### src/rtl/fifo_pkg.sv
// Shared FIFO definitions: read-mode constants,
// depth helper and parameter range checks.
package fifo_pkg;

    localparam int FIFO_STD  = 0;
    localparam int FIFO_FWFT = 1;

    function automatic int fifo_depth(input int asize);
        return 1 << asize;
    endfunction

    function automatic bit afull_th_ok(input int th, input int depth);
        return (th >= 1) && (th <= depth);
    endfunction

    function automatic bit aempty_th_ok(input int th, input int depth);
        return (th >= 0) && (th <= depth - 1);
    endfunction

    function automatic bit fifo_mode_ok(input int mode);
        return (mode == FIFO_STD) || (mode == FIFO_FWFT);
    endfunction

endpackage

### src/rtl/sync_fifo_flagged_if.sv
// Producer/consumer handshake bundle for sync_fifo_flagged.
// master = user side, slave = FIFO side.
interface sync_fifo_flagged_if #(
    parameter int DSIZE = 8,
    parameter int ASIZE = 4
);
    logic             winc;
    logic [DSIZE-1:0] wdata;
    logic             rinc;
    logic [DSIZE-1:0] rdata;
    logic             wfull;
    logic             rempty;
    logic             walmost_full;
    logic             ralmost_empty;
    logic [ASIZE:0]   count;
    logic             overflow;
    logic             underflow;

    modport master (
        output winc, wdata, rinc,
        input  rdata, wfull, rempty, walmost_full,
        input  ralmost_empty, count, overflow, underflow
    );

    modport slave (
        input  winc, wdata, rinc,
        output rdata, wfull, rempty, walmost_full,
        output ralmost_empty, count, overflow, underflow
    );
endinterface

### src/rtl/sync_fifo_mem.sv
// FIFO storage: one synchronous write port and one
// asynchronous read port. Contents are never reset.
module sync_fifo_mem #(
    parameter int DSIZE = 8,
    parameter int ASIZE = 4
) (
    input  logic             clk,
    input  logic             we,
    input  logic [ASIZE-1:0] waddr,
    input  logic [DSIZE-1:0] wdata,
    input  logic [ASIZE-1:0] raddr,
    output logic [DSIZE-1:0] rdata
);
    logic [DSIZE-1:0] mem [2**ASIZE];

    // write accepted words
    always_ff @(posedge clk) begin
        if (we) mem[waddr] <= wdata;
    end

    assign rdata = mem[raddr];
endmodule

### src/rtl/sync_fifo_flagged.sv
// Single-clock FIFO with fill count, almost flags,
// sticky error flags and optional first-word-fall-through.
module sync_fifo_flagged
    import fifo_pkg::*;
#(
    parameter int DSIZE     = 8,
    parameter int ASIZE     = 4,
    parameter int AFULL_TH  = 12,
    parameter int AEMPTY_TH = 2,
    parameter int FWFT      = 0
) (
    input logic               clk,
    input logic               rst_n,
    sync_fifo_flagged_if.slave bus
);
    localparam int DEPTH = fifo_depth(ASIZE);
    localparam logic [ASIZE:0] DEP = (ASIZE+1)'(DEPTH);
    localparam logic [ASIZE:0] AF  = (ASIZE+1)'(AFULL_TH);
    localparam logic [ASIZE:0] AE  = (ASIZE+1)'(AEMPTY_TH);
    localparam logic [ASIZE:0] ONE = (ASIZE+1)'(1);
    localparam logic [ASIZE:0] ZRO = '0;

    if (!afull_th_ok(AFULL_TH, DEPTH)) begin : g_bad_afull
        $error("AFULL_TH out of range 1..DEPTH");
    end
    if (!aempty_th_ok(AEMPTY_TH, DEPTH)) begin : g_bad_aempty
        $error("AEMPTY_TH out of range 0..DEPTH-1");
    end
    if (!fifo_mode_ok(FWFT)) begin : g_bad_mode
        $error("FWFT must be 0 or 1");
    end

    logic [ASIZE:0]   wptr, rptr, cnt, cnt_nxt;
    logic             wr_acc, rd_acc;
    logic             full_q, empty_q, afull_q, aempty_q;
    logic             ovf_q, udf_q;
    logic [DSIZE-1:0] rd_word;

    // accept decisions use the flags as registered before the edge
    always_comb begin
        wr_acc  = bus.winc && !full_q;
        rd_acc  = bus.rinc && !empty_q;
        cnt_nxt = cnt + (wr_acc ? ONE : ZRO) - (rd_acc ? ONE : ZRO);
    end

    // pointers, count, flags and sticky errors
    always_ff @(posedge clk or negedge rst_n) begin
        if (!rst_n) begin
            wptr     <= '0;
            rptr     <= '0;
            cnt      <= '0;
            full_q   <= 1'b0;
            empty_q  <= 1'b1;
            afull_q  <= 1'b0;
            aempty_q <= 1'b1;
            ovf_q    <= 1'b0;
            udf_q    <= 1'b0;
        end else begin
            if (wr_acc) wptr <= wptr + ONE;
            if (rd_acc) rptr <= rptr + ONE;
            cnt      <= cnt_nxt;
            full_q   <= (cnt_nxt == DEP);
            empty_q  <= (cnt_nxt == ZRO);
            afull_q  <= (cnt_nxt >= AF);
            aempty_q <= (cnt_nxt <= AE);
            if (bus.winc && full_q)  ovf_q <= 1'b1;
            if (bus.rinc && empty_q) udf_q <= 1'b1;
        end
    end

    sync_fifo_mem #(
        .DSIZE (DSIZE),
        .ASIZE (ASIZE)
    ) u_mem (
        .clk   (clk),
        .we    (wr_acc),
        .waddr (wptr[ASIZE-1:0]),
        .wdata (bus.wdata),
        .raddr (rptr[ASIZE-1:0]),
        .rdata (rd_word)
    );

    if (FWFT == FIFO_FWFT) begin : g_fwft
        // head word is presented directly
        assign bus.rdata = rd_word;
    end else begin : g_std
        logic [DSIZE-1:0] rdata_q;

        // capture the head word on each accepted read
        always_ff @(posedge clk or negedge rst_n) begin
            if (!rst_n)      rdata_q <= '0;
            else if (rd_acc) rdata_q <= rd_word;
        end

        assign bus.rdata = rdata_q;
    end

    assign bus.wfull         = full_q;
    assign bus.rempty        = empty_q;
    assign bus.walmost_full  = afull_q;
    assign bus.ralmost_empty = aempty_q;
    assign bus.count         = cnt;
    assign bus.overflow      = ovf_q;
    assign bus.underflow     = udf_q;
endmodule

### src/flat_wrapper.sv
// flat-port wrapper written by rule: the top's interface ports become plain ports
module sync_fifo_flagged_flat import fifo_pkg::*;
#(
    parameter int DSIZE     = 8,
    parameter int ASIZE     = 4,
    parameter int AFULL_TH  = 12,
    parameter int AEMPTY_TH = 2,
    parameter int FWFT      = 0
)
  (clk, rst_n, bus_winc, bus_wdata, bus_rinc, bus_rdata, bus_wfull, bus_rempty, bus_walmost_full, bus_ralmost_empty, bus_count, bus_overflow, bus_underflow);
  sync_fifo_flagged_if #(.DSIZE(DSIZE), .ASIZE(ASIZE)) bus_i ();
  input logic clk;
  input logic rst_n;
  input wire logic [$bits(bus_i.winc)-1:0] bus_winc;
  input wire logic [$bits(bus_i.wdata)-1:0] bus_wdata;
  input wire logic [$bits(bus_i.rinc)-1:0] bus_rinc;
  output wire logic [$bits(bus_i.rdata)-1:0] bus_rdata;
  output wire logic [$bits(bus_i.wfull)-1:0] bus_wfull;
  output wire logic [$bits(bus_i.rempty)-1:0] bus_rempty;
  output wire logic [$bits(bus_i.walmost_full)-1:0] bus_walmost_full;
  output wire logic [$bits(bus_i.ralmost_empty)-1:0] bus_ralmost_empty;
  output wire logic [$bits(bus_i.count)-1:0] bus_count;
  output wire logic [$bits(bus_i.overflow)-1:0] bus_overflow;
  output wire logic [$bits(bus_i.underflow)-1:0] bus_underflow;
  assign bus_i.winc = bus_winc;
  assign bus_i.wdata = bus_wdata;
  assign bus_i.rinc = bus_rinc;
  assign bus_rdata = bus_i.rdata;
  assign bus_wfull = bus_i.wfull;
  assign bus_rempty = bus_i.rempty;
  assign bus_walmost_full = bus_i.walmost_full;
  assign bus_ralmost_empty = bus_i.ralmost_empty;
  assign bus_count = bus_i.count;
  assign bus_overflow = bus_i.overflow;
  assign bus_underflow = bus_i.underflow;
  sync_fifo_flagged #(.DSIZE(DSIZE), .ASIZE(ASIZE), .AFULL_TH(AFULL_TH), .AEMPTY_TH(AEMPTY_TH), .FWFT(FWFT)) u_core (.clk(clk), .rst_n(rst_n), .bus(bus_i));
endmodule
### config.mk
export PLATFORM = sky130hd
export DESIGN_NAME = sync_fifo_flagged_flat
export DESIGN_NICKNAME = d
export VERILOG_FILES = /design/src/rtl/fifo_pkg.sv /design/src/rtl/sync_fifo_flagged_if.sv /design/src/rtl/sync_fifo_mem.sv /design/src/rtl/sync_fifo_flagged.sv /design/src/flat_wrapper.sv
export SDC_FILE = /design/constraint.sdc
export NUM_CORES = 1
export LEC_CHECK = 0
export CORE_MARGIN = 2
export CORE_UTILIZATION = 35
export DETAILED_ROUTE_END_ITERATION = 8
export GPL_TIMING_DRIVEN = 0
export PLACE_DENSITY = 0.6
export SLEW_MARGIN = 30
export SYNTH_ARGS = -nofsm -noshare
export SYNTH_HDL_FRONTEND = slang
export SYNTH_SLANG_ARGS = --single-unit
### constraint.sdc
create_clock -name clk -period 3.17 [get_ports clk]
set_input_delay 0.317 -clock clk [delete_from_list [all_inputs] [get_ports clk]]
set_output_delay 0.317 -clock clk [all_outputs]
set_load 0.02 [all_outputs]
==> impl_metrics.tcl, run 1 <==
set metrics [dict create \
    outcome "finished clean" \
    ys_seq_area_frac 0.722 \
    cts_buffer_depth 2 \
    path_cells "nor2b_1 -> clkbuf_2 -> buf_4 -> ha_1 -> inv_1 -> ha_1 -> inv_1 -> fa_1 -> nor2b_1 -> o21a_1 -> or3_1 -> a2111oi_1" \
    synth.distinct_cells 37 \
    grt_pass1_vias 3314 \
    pwr-share-clk 0.265 \
    crit_slowest_cell "dfstp_2" \
    numPortBuffers 30 \
    combPwrFrac 0.351 \
    rows 48 \
    routabilityCongestion 0.769 \
    hold_class "reg2reg" \
    cp.arrival_ps 3230 \
    ys_ff_latch 155 \
    final_cells 638 \
    tightest_slew_ps 709 \
    dieArea_mm2 0.0190 \
    postLayoutCellArea_mm2 0.00742 \
    layout-drive-gt1-share 0.153 \
    syn_area_mm2 0.00627 \
    critPathMaxFanout 10 \
    p_leak_nw 2.64 \
    numClockSinks 155 \
    wl_um 12500 \
    postCtsSetupRepairBufs 0 \
    async_flop_share 0.174 \
    slew_violations 0 \
    coreArea_mm2 0.0174 \
    cts_max_level 4 \
    antenna-diode-count 0 \
    areaGrowthSynthToFinish_pct 18.4 \
    internal_power_w 0.00487 \
    relSlewSlack 0.527 \
    wire_per_inst_um 19.7 \
    swShare 0.325 \
    period_needed_ps 2930 \
    chipWidth_um 138 \
    finalNetCount 424 \
    dp.cells 606 \
    dpl_cell_area_mm2 0.00684 \
    num-fill-cells 1559 \
    required_ps 3480 \
    critPathCaptureType "flop" \
    gr-total-overflow 0 \
    netSwitchingPower_w 0.00235 \
    vdd_ir_drop_max_mv 0.457 \
    max_cap_viol_count 0 \
    path_class "reg2reg" \
    utilization 0.426 \
    yosysWarningCount 0 \
    synth_edf_count 128 \
    final.setup.tns_ps 0 \
    path_delay_family "adder cells" \
    worstSkewPairLatency_ps 420 \
    final_common_cell "edfxtp_1" \
    antenna_found_initial 0 \
    root_buffer "clkbuf_16" \
    syn_area_per_cell_um2 17.9 \
    die_y_um 138 \
    start_util 0.360 \
    max_freq_mhz 342 \
    grt_max_degree 28 \
    grt_pass1_wl_um 19200 \
    mostFrequentLayoutCells "edfxtp_1, mux2i_1, clkdlybuf4s50_1, dfrtp_1, o22ai_1" \
    cts_buffers 17 \
    drc 0 \
    cts_tree "built" \
    critPathBufInv 4 \
    power_density_mw_per_mm2 973 \
    routed_via_density 5.07 \
    grt_use_total 0.143 \
    rsz0062_at_grt "no" \
    finalClockSkew_ps 11.2 \
    setup_viol 0 \
    dr.pass1.iters 4 \
    synth_cells 351 \
    start_kind "flop" \
    ant_nets 0 \
    num_io_pins 31 \
    critPathMaxStageDelay_ps 540 \
    num_vias 3232 \
    dpl.hpwl_um 8410 \
    drtIter0Drc 218 \
    clkSlewWorstSetupHoldPaths_ps 60 \
    seq_power_share 0.384 \
    min_period_over_period 0.923 \
    synth-main-ff-cell "edfxtp_1" \
    final_hold_viol_count 0 \
    synth_nets 374 \
]
path summary, 6_finish.rpt:
| kind | from | endpoint | slack (ps) | cells past startpoint |
|---|---|---|---|---|
| worst min register to register | u_core.bus.overflow | u_core.bus.overflow | 450 | 1 |
| worst min-delay path | u_core.bus.overflow | u_core.bus.overflow | 450 | 1 |
| worst max-delay path | u_core.bus.rempty | u_core.bus.ralmost_empty | 240 | 12 |
| max in group asynchronous | rst_n | u_core.rptr[2] | 2250 | 2 |
| min in group asynchronous | rst_n | u_core.bus.overflow | 460 | 2 |
| worst max register to register | u_core.bus.rempty | u_core.bus.ralmost_empty | 240 | 12 |
sequential cells by signal, summed over array words and instances, names as in the netlist:
| name | count |
|---|---|
| u_core.u_mem.mem | 128 |
| u_core.bus.rdata | 8 |
| u_core.bus.count | 5 |
| u_core.rptr | 4 |
| u_core.wptr | 4 |
| u_core.bus.overflow | 1 |
| u_core.bus.ralmost_empty | 1 |
| u_core.bus.rempty | 1 |
| u_core.bus.underflow | 1 |
| u_core.bus.walmost_full | 1 |
| u_core.bus.wfull | 1 |
power by group through the flow:
| stage | Sequential, W | Clock (W) | Combinational, W |
|---|---|---|---|
| detailed placement | 0.00282 | 0 | 0.00251 |
| finish | 0.00277 | 0.00192 | 0.00253 |
| CTS | 0.00278 | 0.00195 | 0.00254 |
| global route | 0.00281 | 0.00202 | 0.00275 |
| global placement | 0.00280 | 0 | 0.00246 |
| floorplan | 0.00290 | 0 | 0.00159 |
repair_timing:
action	4_1_cts	5_1_grt
pin swaps	0	0
hold buffers	1	0
gates resized for setup	2	4
endpoints found under the hold margin	25	0
cloned	0	0
endpoints found under the setup margin	3	3
cells in the mapped netlist (all sizes together), types with 4 or more instances:
| library cell | n | area share |
|---|---|---|
| edfxtp | 128 | 0.61 |
| mux2i | 32 | 0.051 |
| dfrtp | 25 | 0.10 |
| o22ai | 24 | 0.028 |
| and2 | 16 | 0.016 |
| mux4 | 16 | 0.062 |
| buf | 13 | 0.014 |
| ha | 10 | 0.020 |
| inv | 10 | 0.0060 |
| mux2 | 9 | 0.016 |
| nor2 | 9 | 0.0054 |
| nor3 | 8 | 0.0064 |
| xnor2 | 8 | 0.011 |
| nand2 | 7 | 0.0042 |
| nand2b | 4 | 0.0040 |
| nor2b | 4 | 0.0040 |
cells by family after synthesis:
kind of cell	after synthesis	share of synthesized area
compound gates	36	0.0415
xor+xnor	10	0.0140
fa+ha+maj	11	0.0232
buf+inv	26	0.0218
flops	155	0.722
mux	57	0.130
simple gates	56	0.0485
metal layers:
layer,part of all wire,track usage,up-vias
li1,-,-,1479
met1,0.46,0.189,1678
met2,0.50,0.229,58
met3,0.030,0.0283,17
met4,0.018,0.0624,0
met5,0,0,-
final cells by class:
cell class                 count  area, µm²  share of cell area
buffer                        16        103              0.0138
clock inverter                13        128              0.0172
timing repair buffer          31        305              0.0411
clock buffer                  18        429              0.0578
sequential                   155       4520               0.609
multi-input combinational    170       1620               0.218
inverter                      10       37.5             0.00506
tap                          225        282              0.0379
stage by stage:
step           total power [W]  setup WS, ps  hold slack, ps
3_5_place_dp           0.00533          -585             386
4_1_cts                0.00726          43.2             457
3_3_place_gp           0.00526          -582             436
6_report               0.00722           245             451
5_1_grt                0.00758          3.52             480
2_1_floorplan          0.00449           410            21.4
Note: power is estimated with default switching activity, not from simulation.
==> run 2: changes to the inputs <==
--- a/config.mk
+++ b/config.mk
@@ -5,6 +5,7 @@
 export SDC_FILE = /design/constraint.sdc
 export NUM_CORES = 1
 export LEC_CHECK = 0
+export CAP_MARGIN = 20
 export CORE_MARGIN = 2
 export CORE_UTILIZATION = 35
 export DETAILED_ROUTE_END_ITERATION = 8
==> results of run 2 <==
Same layout as run 1: the final DEF is identical, and so are final timing and power.
